$ cat config.mk
export PLATFORM = sky130hd
export DESIGN_NAME = fetch_predecode_flat
export DESIGN_NICKNAME = d
export VERILOG_FILES = /design/src/rtl/fetch_predecode_pkg.sv /design/src/rtl/fetch_predecode_if.sv /design/src/rtl/fetch_predecode_fifo.sv /design/src/rtl/fetch_predecode.sv /design/src/flat_wrapper.sv
export SDC_FILE = /design/constraint.sdc
export NUM_CORES = 1
export LEC_CHECK = 0
export BUFFER_PORTS_ARGS = -buffer_cell sky130_fd_sc_hd__buf_2
export CAP_MARGIN = 15
export CORE_ASPECT_RATIO = 1.25
export CORE_MARGIN = 2
export CORE_UTILIZATION = 35
export DETAILED_ROUTE_END_ITERATION = 6
export HOLD_SLACK_MARGIN = 0.1
export PLACE_DENSITY = 0.66
export SKIP_LAST_GASP = 1
export SLEW_MARGIN = 25
export SYNTH_ARGS = -nofsm -noshare
export SYNTH_HDL_FRONTEND = slang
export SYNTH_SLANG_ARGS = --single-unit
$ cat constraint.sdc
create_clock -name clk -period 9.75 [get_ports clk]
set_clock_uncertainty 0.2 [all_clocks]
set_input_delay 1.95 -clock clk [delete_from_list [all_inputs] [get_ports clk]]
set_output_delay 1.95 -clock clk [all_outputs]
set_load 0.05 [all_outputs]
$ cat src/rtl/fetch_predecode_pkg.sv
// Shared constants and types for the fetch/predecode stage: opcodes,
// immediate selector encodings, FSM states and the FIFO entry layout.
package fetch_predecode_pkg;

    localparam logic [31:0] RESET_PC_DEFAULT = 32'h0000_0000;

    localparam logic [6:0] OP_LOAD   = 7'b0000011;
    localparam logic [6:0] OP_IMM    = 7'b0010011;
    localparam logic [6:0] OP_JALR   = 7'b1100111;
    localparam logic [6:0] OP_SYSTEM = 7'b1110011;
    localparam logic [6:0] OP_STORE  = 7'b0100011;
    localparam logic [6:0] OP_BRANCH = 7'b1100011;
    localparam logic [6:0] OP_LUI    = 7'b0110111;
    localparam logic [6:0] OP_AUIPC  = 7'b0010111;
    localparam logic [6:0] OP_JAL    = 7'b1101111;
    localparam logic [6:0] OP_OP     = 7'b0110011;

    typedef enum logic [2:0] {
        IMM_I = 3'b000,
        IMM_S = 3'b001,
        IMM_B = 3'b010,
        IMM_U = 3'b011,
        IMM_J = 3'b100
    } imm_src_t;

    typedef enum logic [1:0] {
        ST_IDLE  = 2'd0,
        ST_FETCH = 2'd1,
        ST_STALL = 2'd2,
        ST_DRAIN = 2'd3
    } fetch_state_t;

    typedef struct packed {
        logic [31:0] pc;
        logic [31:0] inst;
    } fetch_entry_t;

endpackage

$ cat src/rtl/fetch_predecode_if.sv
// Instruction memory request bus plus the predecoded output towards the
// immediate generator. master = fetch stage, slave = memory/decoder side.
interface fetch_predecode_if;
    // Both channels use valid/ready: a transfer happens on the rising edge where
    // the source's valid (imem_req / dec_valid) and the sink's ready are both 1;
    // the source holds its payload stable while valid is high and ready is low.
    logic        imem_req;
    logic [31:0] imem_addr;
    logic        imem_ready;
    logic [31:0] imem_rdata;

    logic        dec_valid;
    logic        dec_ready;
    logic [31:0] dec_pc;
    logic [31:0] dec_inst;
    logic [24:0] imm_inst;
    logic [2:0]  imm_src;
    logic        dec_illegal;

    modport master (
        output imem_req, imem_addr, dec_valid, dec_pc, dec_inst,
               imm_inst, imm_src, dec_illegal,
        input  imem_ready, imem_rdata, dec_ready
    );

    modport slave (
        input  imem_req, imem_addr, dec_valid, dec_pc, dec_inst,
               imm_inst, imm_src, dec_illegal,
        output imem_ready, imem_rdata, dec_ready
    );
endinterface

$ cat src/rtl/fetch_predecode_fifo.sv
// fetch_fifo: synchronous show-ahead FIFO of {pc, inst} entries with flush.
// DEPTH must be a power of two so the pointers wrap without compare logic.
module fetch_fifo #(
    parameter int DEPTH = 2,
    parameter int WIDTH = 64
) (
    input  logic                       clk,
    input  logic                       rst_n,
    input  logic                       flush,
    input  logic                       push,
    input  logic                       pop,
    input  logic [WIDTH-1:0]           wdata,
    output logic [WIDTH-1:0]           rdata,
    output logic                       full,
    output logic                       empty,
    output logic [$clog2(DEPTH):0]     count
);
    localparam int AW = $clog2(DEPTH);
    localparam int CW = AW + 1;
    localparam logic [CW-1:0] FULL_CNT = CW'(DEPTH);

    logic [WIDTH-1:0] mem [DEPTH];
    logic [AW-1:0]    wr_ptr;
    logic [AW-1:0]    rd_ptr;
    logic             do_push;
    logic             do_pop;

    assign full    = (count == FULL_CNT);
    assign empty   = (count == '0);
    // A push into a full FIFO is legal when the head leaves in the same cycle.
    assign do_push = push && (!full || pop);
    assign do_pop  = pop && !empty;
    assign rdata   = mem[rd_ptr];

    always_ff @(posedge clk or negedge rst_n) begin
        if (!rst_n) begin
            wr_ptr <= '0;
            rd_ptr <= '0;
            count  <= '0;
        end else if (flush) begin
            wr_ptr <= '0;
            rd_ptr <= '0;
            count  <= '0;
        end else begin
            if (do_push) wr_ptr <= wr_ptr + 1'b1;
            if (do_pop)  rd_ptr <= rd_ptr + 1'b1;
            case ({do_push, do_pop})
                2'b10:   count <= count + 1'b1;
                2'b01:   count <= count - 1'b1;
                default: count <= count;
            endcase
        end
    end

    always_ff @(posedge clk) begin
        if (do_push && !flush) mem[wr_ptr] <= wdata;
    end
endmodule

$ cat src/rtl/fetch_predecode.sv
// Fetch + predecode stage: PC/fetch FSM, instruction FIFO, opcode predecode.
// Optional FETCH_PERF_CNT_EN adds perf_fetched / perf_stall counters.
module fetch_predecode
    import fetch_predecode_pkg::*;
#(
    parameter logic [31:0] RESET_PC   = RESET_PC_DEFAULT,
    parameter int          FIFO_DEPTH = 2
) (
    input  logic                clk,
    input  logic                rst_n,
    fetch_predecode_if.master   bus,
    input  logic                redirect_valid,
    input  logic [31:0]         redirect_pc,
    output fetch_state_t        dbg_state
`ifdef FETCH_PERF_CNT_EN
    ,
    output logic [31:0]         perf_fetched,
    output logic [31:0]         perf_stall
`endif
);
    localparam int CW = $clog2(FIFO_DEPTH) + 1;
    localparam logic [CW-1:0] LAST_SLOT = CW'(FIFO_DEPTH - 1);

    fetch_state_t  state_q, state_d;
    logic [31:0]   pc_q, pc_d;
    logic [31:0]   drain_addr_q, drain_addr_d;

    logic          handshake;
    logic          push;
    logic          pop;
    logic          fifo_full;
    logic          fifo_empty;
    logic [CW-1:0] fifo_count;
    fetch_entry_t  wr_entry;
    fetch_entry_t  head;
    logic          valid;

    assign bus.imem_req  = (state_q == ST_FETCH) || (state_q == ST_DRAIN);
    // While draining, the abandoned request must stay on the bus untouched.
    assign bus.imem_addr = (state_q == ST_DRAIN) ? drain_addr_q : pc_q;
    assign handshake     = bus.imem_req && bus.imem_ready;

    assign valid    = !fifo_empty;
    assign push     = handshake && (state_q == ST_FETCH) && !redirect_valid
                      && (!fifo_full || pop);
    assign pop      = valid && bus.dec_ready && !redirect_valid;
    assign wr_entry = '{pc: pc_q, inst: bus.imem_rdata};
    assign dbg_state = state_q;

    fetch_fifo #(
        .DEPTH (FIFO_DEPTH),
        .WIDTH ($bits(fetch_entry_t))
    ) u_fifo (
        .clk   (clk),
        .rst_n (rst_n),
        .flush (redirect_valid),
        .push  (push),
        .pop   (pop),
        .wdata (wr_entry),
        .rdata (head),
        .full  (fifo_full),
        .empty (fifo_empty),
        .count (fifo_count)
    );

    always_ff @(posedge clk or negedge rst_n) begin
        if (!rst_n) begin
            state_q      <= ST_IDLE;
            pc_q         <= RESET_PC;
            drain_addr_q <= RESET_PC;
        end else begin
            state_q      <= state_d;
            pc_q         <= pc_d;
            drain_addr_q <= drain_addr_d;
        end
    end

    always_comb begin
        state_d      = state_q;
        pc_d         = pc_q;
        drain_addr_d = drain_addr_q;

        case (state_q)
            ST_IDLE:  state_d = ST_FETCH;
            ST_FETCH: begin
                if (push) begin
                    pc_d = pc_q + 32'd4;
                    if (!pop && fifo_count == LAST_SLOT) state_d = ST_STALL;
                end
            end
            ST_STALL: if (pop) state_d = ST_FETCH;
            ST_DRAIN: if (bus.imem_ready) state_d = ST_FETCH;
            default:  state_d = ST_IDLE;
        endcase

        // Redirect overrides everything above; an unanswered request forces a drain.
        if (redirect_valid) begin
            pc_d = redirect_pc & 32'hFFFF_FFFC;
            if (bus.imem_req && !bus.imem_ready) begin
                state_d = ST_DRAIN;
                if (state_q == ST_FETCH) drain_addr_d = pc_q;
            end else begin
                state_d = ST_FETCH;
            end
        end
    end

    imm_src_t    src;
    logic [24:0] imm;
    logic        illegal;
    logic [31:0] inst;

    assign inst = head.inst;

    always_comb begin
        src     = IMM_I;
        imm     = '0;
        illegal = 1'b0;
        if (valid) begin
            case (inst[6:0])
                OP_LOAD, OP_IMM, OP_JALR, OP_SYSTEM: imm = inst[31:7];
                OP_STORE: begin
                    src = IMM_S;
                    imm = {13'b0, inst[31:25], inst[11:7]};
                end
                OP_BRANCH: begin
                    src = IMM_B;
                    imm = {12'b0, inst[31], inst[7], inst[30:25], inst[11:8], 1'b0};
                end
                OP_LUI, OP_AUIPC: begin
                    src = IMM_U;
                    imm = {5'b0, inst[31:12]};
                end
                OP_JAL: begin
                    src = IMM_J;
                    imm = {4'b0, inst[31], inst[19:12], inst[20], inst[30:21], 1'b0};
                end
                OP_OP:   imm = '0;
                default: illegal = 1'b1;
            endcase
        end
    end

    assign bus.dec_valid   = valid;
    assign bus.dec_pc      = valid ? head.pc : 32'h0;
    assign bus.dec_inst    = valid ? inst : 32'h0;
    assign bus.imm_inst    = imm;
    assign bus.imm_src     = src;
    assign bus.dec_illegal = illegal;

`ifdef FETCH_PERF_CNT_EN
    always_ff @(posedge clk or negedge rst_n) begin
        if (!rst_n) begin
            perf_fetched <= 32'h0;
            perf_stall   <= 32'h0;
        end else begin
            if (push) perf_fetched <= perf_fetched + 32'd1;
            if (state_q == ST_STALL || state_q == ST_DRAIN)
                perf_stall <= perf_stall + 32'd1;
        end
    end
`endif
endmodule

$ cat src/flat_wrapper.sv
// flat-port wrapper written by rule: the top's interface ports become plain ports
module fetch_predecode_flat import fetch_predecode_pkg::*;
#(
    parameter logic [31:0] RESET_PC   = RESET_PC_DEFAULT,
    parameter int          FIFO_DEPTH = 2
)
  (clk, rst_n, redirect_valid, redirect_pc, dbg_state, bus_imem_req, bus_imem_addr, bus_dec_valid, bus_dec_pc, bus_dec_inst, bus_imm_inst, bus_imm_src, bus_dec_illegal, bus_imem_ready, bus_imem_rdata, bus_dec_ready);
  fetch_predecode_if bus_i ();
  input  logic clk;
  input  logic rst_n;
  input  logic redirect_valid;
  input  logic [31:0] redirect_pc;
  output fetch_state_t dbg_state;
  output wire logic [$bits(bus_i.imem_req)-1:0] bus_imem_req;
  output wire logic [$bits(bus_i.imem_addr)-1:0] bus_imem_addr;
  output wire logic [$bits(bus_i.dec_valid)-1:0] bus_dec_valid;
  output wire logic [$bits(bus_i.dec_pc)-1:0] bus_dec_pc;
  output wire logic [$bits(bus_i.dec_inst)-1:0] bus_dec_inst;
  output wire logic [$bits(bus_i.imm_inst)-1:0] bus_imm_inst;
  output wire logic [$bits(bus_i.imm_src)-1:0] bus_imm_src;
  output wire logic [$bits(bus_i.dec_illegal)-1:0] bus_dec_illegal;
  input wire logic [$bits(bus_i.imem_ready)-1:0] bus_imem_ready;
  input wire logic [$bits(bus_i.imem_rdata)-1:0] bus_imem_rdata;
  input wire logic [$bits(bus_i.dec_ready)-1:0] bus_dec_ready;
  assign bus_imem_req = bus_i.imem_req;
  assign bus_imem_addr = bus_i.imem_addr;
  assign bus_dec_valid = bus_i.dec_valid;
  assign bus_dec_pc = bus_i.dec_pc;
  assign bus_dec_inst = bus_i.dec_inst;
  assign bus_imm_inst = bus_i.imm_inst;
  assign bus_imm_src = bus_i.imm_src;
  assign bus_dec_illegal = bus_i.dec_illegal;
  assign bus_i.imem_ready = bus_imem_ready;
  assign bus_i.imem_rdata = bus_imem_rdata;
  assign bus_i.dec_ready = bus_dec_ready;
  fetch_predecode #(.RESET_PC(RESET_PC), .FIFO_DEPTH(FIFO_DEPTH)) u_core (.clk(clk), .rst_n(rst_n), .bus(bus_i), .redirect_valid(redirect_valid), .redirect_pc(redirect_pc), .dbg_state(dbg_state));
endmodule
==> results.toml <==
[timing]
min_period_over_period = 0.5418
tightest_slew_ns = 0.9180
timing.setup.tns_ns = 0
rsz0062_at_grt = "false"
worst_hold_slack_ns = 0.3075
report.final.slew_viol_count = 0
final-setup-viol-count = 0
slew_headroom = 0.3880
fmax_mhz = 189.3
hold_viol_final = 0
layout_min_cycle_time_ns = 5.283

[logic_synthesis]
synth.distinct_cells = 52
synth.most_common_cell = "edfxtp_1"
seq_area_frac_synth = 0.5925
synth-async-reset-ratio = 0.3474
ys_ff_latch = 190
syn-instance-count = 725
syn-cell-area_um2 = 9072
ys.flop_type = "edfxtp_1"
synth_edf_count = 124
synth_top_area_share = 0.4104
synth_top_area_cell = "edfxtp_1"
synth.avg_cell_area_um2 = 12.51
ys_warn_count = 0
netlist_top_cells_area = "edfxtp_1 41%, dfrtp_1 18%, mux2_2 10%, mux2i_1 4.7%, nand2_1 2.5%"
synth_commonest_cells = "124 x edfxtp_1, 83 x mux2_2, 66 x dfrtp_1"

[placed_design]
dp_hpwl_um = 14880
portBuffers = 191
gp_congestion = 0.8781

[power]
power.density_nw_per_um2 = 280.4
peakVddDrop_mv = 0.1727
p_leak_nw = 4.290

[worst_hold_path]
hold_start = "u_core.drain_addr_q[12]"
holdCritPathClass = "reg2reg"
min_to = "u_core.drain_addr_q[12]"
hold_depth = 1

[floorplan]
die_w_um = 148.0
die-area_um2 = 27230
start_util = 0.3575
rows = 65
die_y_um = 184.0
io_pins = 198
core_area_um2 = 25370

[critical_path]
crit_chain = "or3b_1 -> a222oi_1 -> and2_1 -> o21bai_1 -> a21oi_2 -> buf_2"
reg2reg_from = "u_core.u_fifo.count[0]"
crit_type = "reg2out"
rr_worst_depth = 7
reg2reg_slack_ns = 6.17
cp.required_ns = 7.60
slowest_delay_ns = 0.76
rr_endpoint = "u_core.u_fifo.mem[0][35]"
critPathCaptureType = "primary output"
crit_slowest_cell = "dfrtp_4"
critPathLaunchType = "register"
worstPathArrival_ns = 3.13
path_max_fanout = 45

[global_routing]
antenna_found_initial = 0
overflow = 0
track_usage = 0.1660
grt_pass1_wl_um = 35090
grt_pass1_vias = 6356
grt_max_degree = 68

[routing]
wire_per_inst_um = 17.99
wl_met1_um = 9584
vias_per_cell = 5.037
route.met3.wl_um = 1379
dr_wl_met2_um = 11130
routed.top_layer = "met4"
first_iter_violations = 341
drc = 4
drt_wl_total_um = 22500
dr.pass1.iters = 7
detail-route-antenna-nets = 0
vias = 6301

[cts]
clkSinkCount = 190
cts_resized = 0
path_clk_slew_ns = 0.08
cts_tree = "yes"
cts_setup_buffers = 0
cts_hold_buf = 0
htreeDepth = 4
clk_latency_ns = 0.42
numCtsBuffers = 17
cts_root_buf = "clkbuf_16"
clockBufferDepth = 2

[finish]
nets = 976
antenna_cells = 0
areaGrowthSynthToFinish_pct = 20.12
drive_gt1_frac = 0.3537
fill_cells = 2395

[outcome]
violations = "DRC"
status = "finished with violations"

[flow_run]
drv_cap = 0
==> state kept, by name (all words and copies together), names as in the netlist <==
signal	flops
u_core.u_fifo.mem	124
u_core.drain_addr_q	30
u_core.pc_q	30
u_core.dbg_state	2
u_core.u_fifo.count	2
u_core.u_fifo.rd_ptr	1
u_core.u_fifo.wr_ptr	1
==> routing by layer <==
| layer | vias to the layer above | track usage |
|---|---|---|
| li1 | 2996 | - |
| met1 | 3051 | 0.2081 |
| met2 | 226 | 0.2904 |
| met3 | 28 | 0.03201 |
| met4 | 0 | 0.04990 |
| met5 | - | 0 |
==> logic make-up after synthesis <==
family          share of synthesized area
flops                              0.5925
xor+xnor                          0.03282
buf+inv                           0.02731
compound gates                    0.06303
fa+ha+maj                        0.005517
mux                                0.1505
other cells                     0.0004133
simple gates                       0.1280
==> per-stage QoR <==
| stage | instance area, um2 | instances | worst slack [ns] | total power [mW] | utilization |
|---|---|---|---|---|---|
| finish | 10900 | 1251 | 4.467 | 3.055 | 0.4295 |
| global route | 10900 | 1251 | 4.236 | 3.214 | 0.4295 |
| CTS | 10900 | 1251 | 4.379 | 3.093 | 0.4295 |
| detailed placement | 10330 | 1219 | 4.791 | 2.420 | 0.4072 |
| global placement | 10330 | 1219 | 4.833 | 2.408 | 0.4072 |
| floorplan | 9084 | 728 | 1.578 | 2.107 | - |
==> worst max-delay path: cells and delay by family, from the launching register on <==
kind                   cells  cell delay (ns)
AO/OA/AOI/OAI              3             0.98
buffers and inverters      1             0.26
flip-flops                 1             0.76
AND/OR/NAND/NOR            2             0.68
==> power by group <==
group | internal (mW) | leakage (nW) | switching, mW
Combinational | 0.366 | 2.08 | 0.946
Sequential | 0.985 | 1.93 | 0.0914
Clock | 0.345 | 0.280 | 0.321
==> how the worst max path moves through the flow <==
stage | to | startpoint | slack, ns
global route | bus_imm_inst[16] | u_core.u_fifo.rd_ptr | 4.24
finish | bus_imm_inst[0] | u_core.u_fifo.rd_ptr | 4.47
detailed placement | u_core.u_fifo.mem[0][7] | redirect_valid | 4.79
global placement | u_core.u_fifo.mem[0][7] | redirect_valid | 4.83
floorplan | u_core.u_fifo.mem[0][0] | redirect_valid | 1.58
CTS | bus_imm_inst[9] | u_core.u_fifo.rd_ptr | 4.38
==> layout make-up <==
class,instances,area [um2],share of cell area
clock inverters,13,122.6,0.01125
well taps,335,419.2,0.03846
flip-flops and latches,190,5379,0.4936
multi-input cells,485,3470,0.3184
clock buffers,19,442.9,0.04064
inverters,7,26.28,0.002411
repair buffers,202,1039,0.09529
==> placed cells by master (no fill, tap or decap), types with 7 or more instances in the layout <==
master,synthesis,final
mux2i_1,43,43
buf_4,5,11
xor2_1,16,16
edfxtp_1,124,124
mux2_2,83,83
and3_1,7,7
clkbuf_16,0,17
dfrtp_1,66,65
a21oi_1,15,15
nand4_1,13,13
nand2_1,61,61
nor3_1,7,7
buf_2,12,191
and2_1,23,23
nor2_1,56,56
o21ai_0,37,37
xnor2_1,18,18
a22oi_1,7,7
inv_1,7,7
and4_1,7,7
nand3_1,15,15
No activity file was read; power rests on OpenSTA's default activity.
